File: config.mk
export PLATFORM = sky130hd
export DESIGN_NAME = rxll_fis_sched
export DESIGN_NICKNAME = d
export VERILOG_FILES = /design/src/rtl/rxll_pkg.sv /design/src/rtl/rxll_fis_sched.sv
export SDC_FILE = /design/constraint.sdc
export NUM_CORES = 1
export LEC_CHECK = 0
export ABC_CLOCK_PERIOD_IN_PS = 3200
export CORE_MARGIN = 1
export CORE_UTILIZATION = 42
export CTS_BUF_LIST = sky130_fd_sc_hd__clkbuf_4 sky130_fd_sc_hd__clkbuf_8
export CTS_CLUSTER_DIAMETER = 100
export CTS_CLUSTER_SIZE = 12
export DETAILED_ROUTE_END_ITERATION = 12
export PLACE_DENSITY = 0.93
export SYNTH_ARGS = -nofsm -noshare
export SYNTH_HDL_FRONTEND = slang
export SYNTH_SLANG_ARGS = --single-unit
File: constraint.sdc
create_clock -name sys_clk -period 3.2 [get_ports sys_clk]
set_clock_uncertainty 0.2 [all_clocks]
set_input_delay 0.48 -clock sys_clk [delete_from_list [all_inputs] [get_ports sys_clk]]
set_output_delay 0.48 -clock sys_clk [all_outputs]
set_load 0.03 [all_outputs]
File: src/rtl/rxll_pkg.sv
// Shared definitions for the RX link-layer FIS scheduler: FIS type codes and
// the scheduler state encoding.
package rxll_pkg;

  localparam logic [7:0] FIS_TYPE_D2H_REG   = 8'h34;
  localparam logic [7:0] FIS_TYPE_DMA_ACT   = 8'h39;
  localparam logic [7:0] FIS_TYPE_DMA_SETUP = 8'h41;
  localparam logic [7:0] FIS_TYPE_DATA      = 8'h46;
  localparam logic [7:0] FIS_TYPE_PIO_SETUP = 8'h5F;
  localparam logic [7:0] FIS_TYPE_SDB       = 8'hA1;

  typedef enum logic [2:0] {
    ST_IDLE,
    ST_HDR,
    ST_REG,
    ST_DATA,
    ST_DROP,
    ST_DONE
  } state_e;

endpackage

File: src/rtl/rxll_fis_sched.sv
// Drains the RX link-layer FIFO one FIS at a time, steering data FIS payload to
// the DMA stream and every other FIS type into the shadow register file.
module rxll_fis_sched
  import rxll_pkg::*;
#(
  parameter int unsigned C_REG_DEPTH = 7,
  parameter logic [7:0]  C_DATA_TYPE = FIS_TYPE_DATA,
  parameter int unsigned C_LEN_W     = 12
) (
  input  logic               sys_clk,
  input  logic               sys_rst_n,
  input  logic               enable,
  input  logic               flush,
  input  logic               rxfifo_empty,
  input  logic [31:0]        rxfifo_data,
  input  logic               rxfifo_sof,
  input  logic               rxfifo_eof,
  output logic               rxfifo_rd_en,
  output logic [31:0]        dma_data,
  output logic               dma_valid,
  output logic               dma_last,
  input  logic               dma_ready,
  output logic               fis_wr_en,
  output logic [2:0]         fis_waddr,
  output logic [31:0]        fis_wdata,
  output logic               fis_done,
  output logic [7:0]         fis_type,
  output logic [C_LEN_W-1:0] fis_len,
  output logic               err_oversize,
  output logic               busy
);

  localparam logic [2:0] REG_LAST = 3'(C_REG_DEPTH);

  state_e               state_q, state_d;
  logic [2:0]           idx_q, idx_d;
  logic [C_LEN_W-1:0]   cnt_q, cnt_d;
  logic [7:0]           type_r_q, type_r_d;
  logic                 fis_done_q, fis_done_d;
  logic [7:0]           fis_type_q, fis_type_d;
  logic [C_LEN_W-1:0]   fis_len_q, fis_len_d;
  logic                 err_q, err_d;

  always_comb begin
    state_d      = state_q;
    idx_d        = idx_q;
    type_r_d     = type_r_q;
    rxfifo_rd_en = 1'b0;
    dma_valid    = 1'b0;
    dma_last     = 1'b0;
    fis_wr_en    = 1'b0;
    fis_waddr    = 3'd0;
    err_d        = 1'b0;

    case (state_q)
      ST_IDLE: begin
        if (!rxfifo_empty) begin
          if (!rxfifo_sof)  state_d = ST_DROP;
          else if (enable)  state_d = ST_HDR;
        end
      end

      ST_HDR: begin
        if (flush) begin
          state_d = ST_DROP;
        end else if (!rxfifo_empty) begin
          rxfifo_rd_en = 1'b1;
          type_r_d     = rxfifo_data[7:0];
          if (rxfifo_data[7:0] == C_DATA_TYPE) begin
            state_d = rxfifo_eof ? ST_DONE : ST_DATA;
          end else begin
            fis_wr_en = 1'b1;
            idx_d     = 3'd1;
            state_d   = rxfifo_eof ? ST_DONE : ST_REG;
          end
        end
      end

      ST_REG: begin
        if (flush) begin
          state_d = ST_DROP;
        end else if (!rxfifo_empty) begin
          // A new sof here means the previous frame lost its eof; restart on it.
          if (rxfifo_sof) begin
            err_d   = 1'b1;
            state_d = ST_IDLE;
          end else if (idx_q == REG_LAST) begin
            rxfifo_rd_en = 1'b1;
            err_d        = 1'b1;
            state_d      = rxfifo_eof ? ST_IDLE : ST_DROP;
          end else begin
            rxfifo_rd_en = 1'b1;
            fis_wr_en    = 1'b1;
            fis_waddr    = idx_q;
            idx_d        = idx_q + 3'd1;
            if (rxfifo_eof) state_d = ST_DONE;
          end
        end
      end

      ST_DATA: begin
        if (flush) begin
          state_d = ST_DROP;
        end else if (!rxfifo_empty) begin
          if (rxfifo_sof) begin
            err_d   = 1'b1;
            state_d = ST_IDLE;
          end else begin
            dma_valid    = 1'b1;
            dma_last     = rxfifo_eof;
            rxfifo_rd_en = dma_ready;
            if (dma_ready && rxfifo_eof) state_d = ST_DONE;
          end
        end
      end

      ST_DROP: begin
        if (!rxfifo_empty) begin
          rxfifo_rd_en = 1'b1;
          if (rxfifo_eof) state_d = ST_IDLE;
        end
      end

      ST_DONE: state_d = ST_IDLE;

      default: state_d = ST_IDLE;
    endcase

    cnt_d = cnt_q;
    if (state_d == ST_HDR && state_q != ST_HDR) cnt_d = '0;
    else if (rxfifo_rd_en && cnt_q != '1)       cnt_d = cnt_q + 1'b1;

    // Result registers load as DONE is entered so the pulse lines up with DONE.
    fis_done_d = (state_d == ST_DONE);
    fis_type_d = fis_type_q;
    fis_len_d  = fis_len_q;
    if (fis_done_d) begin
      fis_type_d = type_r_d;
      fis_len_d  = cnt_d;
    end
  end

  always_ff @(posedge sys_clk or negedge sys_rst_n) begin
    if (!sys_rst_n) begin
      state_q    <= ST_IDLE;
      idx_q      <= '0;
      cnt_q      <= '0;
      type_r_q   <= '0;
      fis_done_q <= 1'b0;
      fis_type_q <= '0;
      fis_len_q  <= '0;
      err_q      <= 1'b0;
    end else begin
      state_q    <= state_d;
      idx_q      <= idx_d;
      cnt_q      <= cnt_d;
      type_r_q   <= type_r_d;
      fis_done_q <= fis_done_d;
      fis_type_q <= fis_type_d;
      fis_len_q  <= fis_len_d;
      err_q      <= err_d;
    end
  end

  assign dma_data     = rxfifo_data;
  assign fis_wdata    = rxfifo_data;
  assign fis_done     = fis_done_q;
  assign fis_type     = fis_type_q;
  assign fis_len      = fis_len_q;
  assign err_oversize = err_q;
  assign busy         = (state_q != ST_IDLE);

endmodule

Word-level counts from Yosys, hierarchy flattened
Cells that the tools add are included.

Bits in writable memories: 0. Input bits: 40. Memories: 0. Latch bits: 0. ROM bits: 0. Register bits after elaboration: 48.

Add/sub/neg operators: 2. Divide/modulo/power cells: 0. Reduce and logical (&&, ||, !) cells: 7. Muxes and demuxes: 69. Shift operators: 0. Equality and inequality tests: 17. Bitwise logic cells: 0. Multipliers: 0. Magnitude comparators: 0.

Operators with widths (count): 3-bit 2-to-1 mux (32); 1-bit 2-to-1 mux (27); 12-bit 2-to-1 mux (2); 8-bit 2-to-1 mux (3); 3-bit case mux with 5 select lines (1); 2-bit inequality test (second input constant) (7); 12-bit by 1-bit adder with 12-bit output (second input constant) (1); 12-bit inequality test (second input constant) (1); 3-bit equality test (second input constant) (3); 8-bit by 7-bit equality test with 1-bit output (second input constant) (1); 8-bit AND reduction (1); 3-bit by 1-bit equality test with 1-bit output (second input constant) (2); 3-bit by 2-bit equality test with 1-bit output (second input constant) (2); 3-bit case mux with 2 select lines (1); 1-bit case mux with 2 select lines (2); 1-bit case mux with 4 select lines (1); 3-bit by 1-bit adder with 3-bit output (second input constant) (1); 1-bit logical AND (3); 3-bit logical NOT (1); 3-bit by 1-bit inequality test with 1-bit output (second input constant) (1); 3-bit nonzero test (1); 2-bit nonzero test (1).

Longest topological paths before layout
Gate-level depths: netlist (run 1).

Word-level depth: 9. Gate-level depth with buffers: 9. Depth with buffers taken out: 8.

Worst setup path after synthesis (run 1)
OpenSTA, ideal clock, no wires.

Kind: register to register. Start: register idx_q[0]. End: register fis_type_q[3] (netlist: fis_type[3]). Setup slack: 0.757 ns. Arrival time: 2.118 ns. Buffers on the path: 1. Stages on the path, launching flop included: 8. Period minus slack after synthesis: 2.443 ns. Cells stage by stage: dfrtp_1 ha_1 ha_1 xor2_1 o221a_2 o21ai_1 buf_2 mux2_2.

Longest elaborated chain between the ends: 7.

Ends and longest elaborated chain: start: declaration (line rxll_fis_sched.sv:36) `logic [2:0] idx_q, idx_d;`; start signal: assignment (line rxll_fis_sched.sv:155) `idx_q <= idx_d;`; 3-bit equality test (line rxll_fis_sched.sv:87) `end else if (idx_q == REG_LAST) begin`; 3-bit 2-to-1 mux (line rxll_fis_sched.sv:87); 3-bit 2-to-1 mux (line rxll_fis_sched.sv:84) `if (rxfifo_sof) begin`; 3-bit 2-to-1 mux (line rxll_fis_sched.sv:82) `end else if (!rxfifo_empty) begin`; 3-bit 2-to-1 mux (line rxll_fis_sched.sv:80) `if (flush) begin`; 3-bit case mux with 5 select lines (line rxll_fis_sched.sv:55) `case (state_q)`; 3-bit equality test (line rxll_fis_sched.sv:134) `fis_done_d = (state_d == ST_DONE);`; end signal: assignment (line rxll_fis_sched.sv:159) `fis_type_q <= fis_type_d;`; end: declaration (line rxll_fis_sched.sv:40) `logic [7:0] fis_type_q, fis_type_d;`.

No other way between the ends. A chain may end at the register's enable or synchronous reset.

Worst setup path in the final report (run 1)
Start: input rxfifo_sof. End: output fis_waddr[2].

Longest elaborated chain between the ends: 4.

Ends and longest elaborated chain: start: declaration (line rxll_fis_sched.sv:16) `input logic rxfifo_sof,`; 3-bit 2-to-1 mux (line rxll_fis_sched.sv:84); 3-bit 2-to-1 mux (line rxll_fis_sched.sv:82); 3-bit 2-to-1 mux (line rxll_fis_sched.sv:80); 3-bit 2-to-1 mux (line rxll_fis_sched.sv:55); end: declaration (line rxll_fis_sched.sv:24) `output logic [2:0] fis_waddr,`.

No other way between the ends.

==> results.sh, run 1 <==
export IMPL_cts_resized=0
export IMPL_synth_top_area_cell="dfrtp_1"
export IMPL_area_growth_pct=10.66
export IMPL_portBuffers=61
export IMPL_die_x_um=83.73
export IMPL_hold_ws_ns=0.1582
export IMPL_required_ns=2.52
export IMPL_drtAntennaViolNets=0
export IMPL_clock_path_buffers=2
export IMPL_diodes=0
export IMPL_irDropWorstVdd_uv=379.1
export IMPL_ys_async_sr_fraction_pct=100.0
export IMPL_remaining_drc_errors=0
export IMPL_clkTransAtPathRegs_ns=0.08
export IMPL_crit_path_start="rxfifo_sof"
export IMPL_r2r_end="fis_len[6]$_DFFE_PN0P_"
export IMPL_synthDistinctLibCells=42
export IMPL_period_minus_slack_ns=3.033
export IMPL_grt_max_degree=49
export IMPL_dr_pass1_iters=4
export IMPL_hold_path_class="in -> async"
export IMPL_status="finished clean"
export IMPL_dieArea_um2=7010
export IMPL_start_kind="primary input"
export IMPL_relSlewSlack_pct=29.94
export IMPL_clock_sinks=48
export IMPL_cts_buffers=5
export IMPL_timing_fmax_mhz=329.7
export IMPL_first_global_vias=1869
export IMPL_grt_pass1_wl_um=9025
export IMPL_endpoint_kind="primary output"
export IMPL_core_area_um2=6386
export IMPL_highest_layer="met4"
export IMPL_cts_setup_buffers=0
export IMPL_die_height_um=83.73
export IMPL_synth_edf_count=0
export IMPL_ys_seq_area_share_pct=42.82
export IMPL_setup_tns_ns=0
export IMPL_worstSkewPairLatency_ns=0.30
export IMPL_ys_warn_count=0
export IMPL_gp_congestion=0.8988
export IMPL_wl_met2_um=2537
export IMPL_final_period_utilization_pct=94.78
export IMPL_crit_fanout=10
export IMPL_maxSlewViolCount=0
export IMPL_syn_inst=283
export IMPL_fin_nets=325
export IMPL_rsz0062_at_grt="false"
export IMPL_setup_viol=0
export IMPL_syn_nets=327
export IMPL_cts_tree="built"
export IMPL_rows=29
export IMPL_drt_iter0_markers=69
export IMPL_hold_viol_final=0
export IMPL_yosysTopAreaCellShare_pct=42.82
export IMPL_syn_avg_cell_area_um2=9.912
export IMPL_worstRegToRegCells=6
export IMPL_io_pins=134
export IMPL_antenna_found_initial=0
export IMPL_finalWirelength_um=5388
export IMPL_powerDensity_nw_per_um2=588.0
export IMPL_finalInstanceArea_um2=3104
export IMPL_p_leak_nw=1.350
export IMPL_grt_overflow_total=0
export IMPL_synth_main_ff_cell="dfrtp_1"
export IMPL_dpl_hpwl_um=3943
export IMPL_maxCapViolCount=0
export IMPL_ff2ff_setup_slack_ns=0.60
export IMPL_avgRoutedWirePerCell_um=15.01
export IMPL_syn_cell_area_um2=2805
export IMPL_grtUsageTotal_pct=15.98
export IMPL_tightestPinTransition_ns=1.051
export IMPL_wl_met3_um=451
export IMPL_synth_area_top_cells="dfrtp_1, buf_4, mux2_2"
export IMPL_synth_seq_cells=48
export IMPL_htree_levels=2
export IMPL_wl_met1_um=2296
export IMPL_dpl_instance_area_um2=3007
export IMPL_worst_setup_path_type="in -> out"
export IMPL_cts_hold_buf=0
export IMPL_root_buffer="clkbuf_8"
export IMPL_crit_reg2reg_launch="state_q[1]$_DFF_PN0_"
export IMPL_pre_cts_ws_ns=0.1553
export IMPL_vias=1876
export IMPL_start_util_pct=43.93
export IMPL_cp_arrival_ns=2.35
export IMPL_viasPerCell=5.226
export IMPL_timing_final_ws_setup_ns=0.1670
export IMPL_drive_gt1_share_pct=15.60
-- metrics by stage --
| step | util, % | power [mW] | cells |
|---|---|---|---|
| final | 48.61 | 1.825 | 359 |
| after detailed placement | 47.08 | 1.461 | 351 |
| after floorplan | - | 1.340 | 283 |
| after global placement | 47.08 | 1.435 | 351 |
| after global routing | 48.61 | 1.932 | 359 |
| after CTS | 48.61 | 1.849 | 359 |
-- per-layer routing --
layer / vias to the layer above / GRT usage, %
li1: 889 / -
met1: 902 / 20.73
met2: 68 / 25.20
met3: 17 / 4.352
met4: 0 / 6.626
met5: - / 0
-- Yosys cell counts (3+ instances only) --
| library cell | instances |
|---|---|
| buf_4 | 65 |
| dfrtp_1 | 48 |
| nand2_1 | 19 |
| nor2_1 | 18 |
| mux2_2 | 16 |
| o21ai_0 | 14 |
| inv_1 | 10 |
| nand3_1 | 9 |
| xnor2_1 | 9 |
| a21oi_1 | 7 |
| clkbuf_1 | 5 |
| and3_1 | 4 |
| ha_1 | 4 |
| nor3_1 | 4 |
| nor4_1 | 4 |
| and2_1 | 3 |
| buf_2 | 3 |
| nor2b_1 | 3 |
| nor3b_1 | 3 |
| nor4b_2 | 3 |
| or2_2 | 3 |
| xor2_1 | 3 |
-- logic make-up (layout without fill, tap and decap cells) --
family,Yosys count,count (layout),share of synthesized area [%]
compound gates,34,34,7.583
flops,48,48,42.82
xor+xnor,12,12,3.747
buf+inv,85,84,20.74
mux,17,17,6.780
fa+ha+maj,4,4,1.784
simple gates,83,83,16.55
-- where the power goes --
group	leakage, nW	internal, mW	switching, mW
clock	0.0479	0.184	0.197
sequential	0.642	0.735	0.0801
combinational	0.660	0.281	0.348
total	1.35	1.20	0.625
-- worst max-delay path by stage --
stage                         endpoint  slack [ns]  cells past startpoint
2_1_floorplan  fis_type[3]$_DFFE_PN0P_        0.76                      7
3_3_place_gp              fis_waddr[2]        0.23                      4
3_5_place_dp    fis_len[6]$_DFFE_PN0P_        0.16                      7
4_1_cts                   fis_waddr[2]        0.17                      4
5_1_grt                   fis_waddr[2]        0.06                      4
6_report                  fis_waddr[2]        0.17                      4
-- placed cells by master (no fill, tap or decap), types with 8 or more instances in the layout --
cell type        instances
dfrtp_1                 48
buf_4                    8
o21ai_0                 14
nand3_1                  9
inv_1                   10
xnor2_1                  9
mux2_2                  16
clkdlybuf4s50_1         56
nand2_1                 19
nor2_1                  18
-- flip-flops by register name (all words and copies together), names as in the netlist --
name	count
cnt_q	12
err_oversize	1
fis_done	1
fis_len	12
fis_type	8
idx_q	3
state_q	3
type_r_q	8
-- critical path, stage by stage --
cell             delay (ns)
clkdlybuf4s50_1        0.57
nor3b_1                0.42
and3_1                 0.21
clkdlybuf4s50_1        0.67
-- final cells by class --
class                   instances  area, um2
inverters                      10      37.54
clock buffers                   7      90.09
multi-input cells             150       1026
well taps                      77      96.34
clock inverters                 1      7.507
flip-flops and latches         48       1201
fillers                       583       3282
repair buffers                 66      645.6
Power figures use the tool's default switching activity.
==> run 2: changes to the inputs <==
Settings changed: ABC_CLOCK_PERIOD_IN_PS 3200 to unset, RECOVER_POWER set to 100.
==> run 2 against run 1 <==
Effect of this change:
- combinational power down 7.5%
- clock power about the same
- sequential cell count unchanged
- maximum frequency is 1.6% lower
- sequential share of layout area rose by 0.47 points
- cell count unchanged
- the run now ends with capacitance limit, slew limit left
- largest power group unchanged
- register-to-register slack worse by 0.25 ns
- sequential power decreased by 0.5%
==> results.sh, run 2 (synthesis results as in run 1) <==
export IMPL_seqCellArea_um2=1201
export IMPL_power_share_clock_pct=21.4
export IMPL_p_switching_mw=0.6143
export IMPL_setup_tns_ns=0
export IMPL_dpl_instance_area_um2=3007
export IMPL_area_growth_pct=9.322
export IMPL_drtAntennaViolNets=0
export IMPL_clkTransAtPathRegs_ns=0.08
export IMPL_hold_viol_final=0
export IMPL_crit_path_start="rxfifo_empty"
export IMPL_dpl_hpwl_um=3943
export IMPL_dieArea_um2=7010
export IMPL_violations="capacitance limit, slew limit"
export IMPL_fin_nets=325
export IMPL_drive_gt1_share_pct=10.28
export IMPL_finalWirelength_um=5345
export IMPL_powerDensity_nw_per_um2=577.8
export IMPL_crit_reg2reg_launch="idx_q[1]$_DFFE_PN0P_"
export IMPL_clock_path_buffers=2
export IMPL_required_ns=2.52
export IMPL_avgRoutedWirePerCell_um=14.89
export IMPL_r2r_end="fis_type[2]$_DFFE_PN0P_"
export IMPL_root_buffer="clkbuf_8"
export IMPL_grt_max_degree=49
export IMPL_maxCapViolCount=1
export IMPL_setup_viol=0
export IMPL_worstSkewPairLatency_ns=0.30
export IMPL_hold_path_depth=2
export IMPL_worst_setup_path_type="in -> out"
export IMPL_grtUsageTotal_pct=15.98
export IMPL_intPower_mw=1.158
export IMPL_vias=1870
export IMPL_remaining_drc_errors=0
export IMPL_final_common_cell="dfrtp_1"
export IMPL_hold_path_class="reg -> reg"
export IMPL_min_to="fis_len[7]$_DFFE_PN0P_"
export IMPL_antenna_found_initial=0
export IMPL_cp_arrival_ns=2.40
export IMPL_start_util_pct=43.93
export IMPL_finalInstanceArea_um2=3067
export IMPL_drt_iter0_markers=65
export IMPL_io_pins=134
export IMPL_cts_tree="built"
export IMPL_core_area_um2=6386
export IMPL_start_kind="primary input"
export IMPL_die_height_um=83.73
export IMPL_swShare_pct=34.67
export IMPL_cts_setup_buffers=0
export IMPL_portBuffers=61
export IMPL_endpoint_kind="primary output"
export IMPL_viasPerCell=5.209
export IMPL_cts_hold_buf=0
export IMPL_hold_ws_ns=0.2850
export IMPL_dr_pass1_iters=4
export IMPL_seq_power_share_pct=45.7
export IMPL_timing_fmax_mhz=324.3
export IMPL_multiInputGateArea_um2=1001
export IMPL_rows=29
export IMPL_pwr_share_comb_pct=32.8
export IMPL_rsz0062_at_grt="false"
export IMPL_crit_fanout=6
export IMPL_most_common_layout_cells="dfrtp_1, dlygate4sd3_1, nand2_1"
export IMPL_clock_sinks=48
export IMPL_grt_overflow_total=0
export IMPL_period_minus_slack_ns=3.083
export IMPL_grt_pass1_wl_um=9025
export IMPL_cts_buffers=5
export IMPL_status="finished with violations"
export IMPL_irDropWorstVdd_uv=370.8
export IMPL_diodes=0
export IMPL_die_x_um=83.73
export IMPL_worstRegToRegCells=6
export IMPL_maxSlewViolCount=49
export IMPL_nFillCells=591
export IMPL_gp_congestion=0.8988
export IMPL_p_leak_nw=1.407
export IMPL_cts_resized=0
export IMPL_final_period_utilization_pct=96.35
export IMPL_tightestPinTransition_ns=2.525
export IMPL_relSlewSlack_pct=-68.36
export IMPL_first_global_vias=1869
export IMPL_hp_start="fis_len[7]$_DFFE_PN0P_"
export IMPL_ff2ff_setup_slack_ns=0.35
export IMPL_htree_levels=2
==> run 2: changes by cell type in the layout (fill, tap and decap cells not counted), moves of 2 or more <==
| cell | delta |
|---|---|
| and2_0 | +3 |
| and2_1 | -3 |
| buf_4 | -3 |
| clkbuf_1 | +4 |
| clkdlybuf4s50_1 | -39 |
| dlygate4sd3_1 | +39 |
| mux2_1 | +6 |
| mux2_2 | -6 |
| nor4b_1 | +2 |
| nor4b_2 | -2 |
==> run 2: how the worst max path moves through the flow <==
stage | to | cells after the start
final | fis_waddr[2] | 4
after global routing | fis_waddr[2] | 4
after CTS | fis_waddr[2] | 4
after detailed placement | fis_len[6]$_DFFE_PN0P_ | 7
after global placement | fis_waddr[2] | 4
after floorplan | fis_type[3]$_DFFE_PN0P_ | 7
==> run 2: layer usage <==
| layer | up-vias | wire length, um | global-route usage (%) |
|---|---|---|---|
| met5 | - | 0 | 0 |
| met1 | 892 | 2232 | 20.73 |
| met4 | 0 | 97 | 6.626 |
| met2 | 73 | 2583 | 25.20 |
| li1 | 888 | - | - |
| met3 | 17 | 431 | 4.352 |
==> run 2: final cells by class <==
cell class / count / area share [%]
flip-flops and latches: 48 / 39.17
multi-input cells: 150 / 32.64
repair buffers: 66 / 20.64
well taps: 77 / 3.142
clock buffers: 7 / 2.938
inverters: 10 / 1.224
clock inverters: 1 / 0.2448
==> run 2: power groups by stage <==
stage	Clock, mW	Combinational [mW]	Sequential, mW
floorplan	0	0.421	0.918
global placement	0	0.614	0.820
detailed placement	0	0.633	0.827
CTS	0.396	0.636	0.816
global route	0.418	0.632	0.830
finish	0.379	0.582	0.811
==> run 2: worst max-delay path: stages <==
cell and delay (ns):
clkdlybuf4s50_1 0.48, nor3_1 0.52, and3_1 0.25, clkdlybuf4s50_1 0.67
==> run 2: metrics by stage <==
stage | util [%] | std cells | total power, mW | worst slack [ns]
after floorplan | - | 283 | 1.340 | 0.7573
after global placement | 47.08 | 351 | 1.435 | 0.2331
after detailed placement | 47.08 | 351 | 1.461 | 0.1553
after CTS | 48.61 | 359 | 1.849 | 0.1686
after global routing | 48.02 | 359 | 1.880 | 0.05042
final | 48.02 | 359 | 1.772 | 0.1169
==> run 3: changes to the inputs <==
Settings changed: SKIP_CTS_REPAIR_TIMING set to 1.
==> results of run 3 <==
Same layout as run 2: the final DEF is identical, and so are final timing and power.
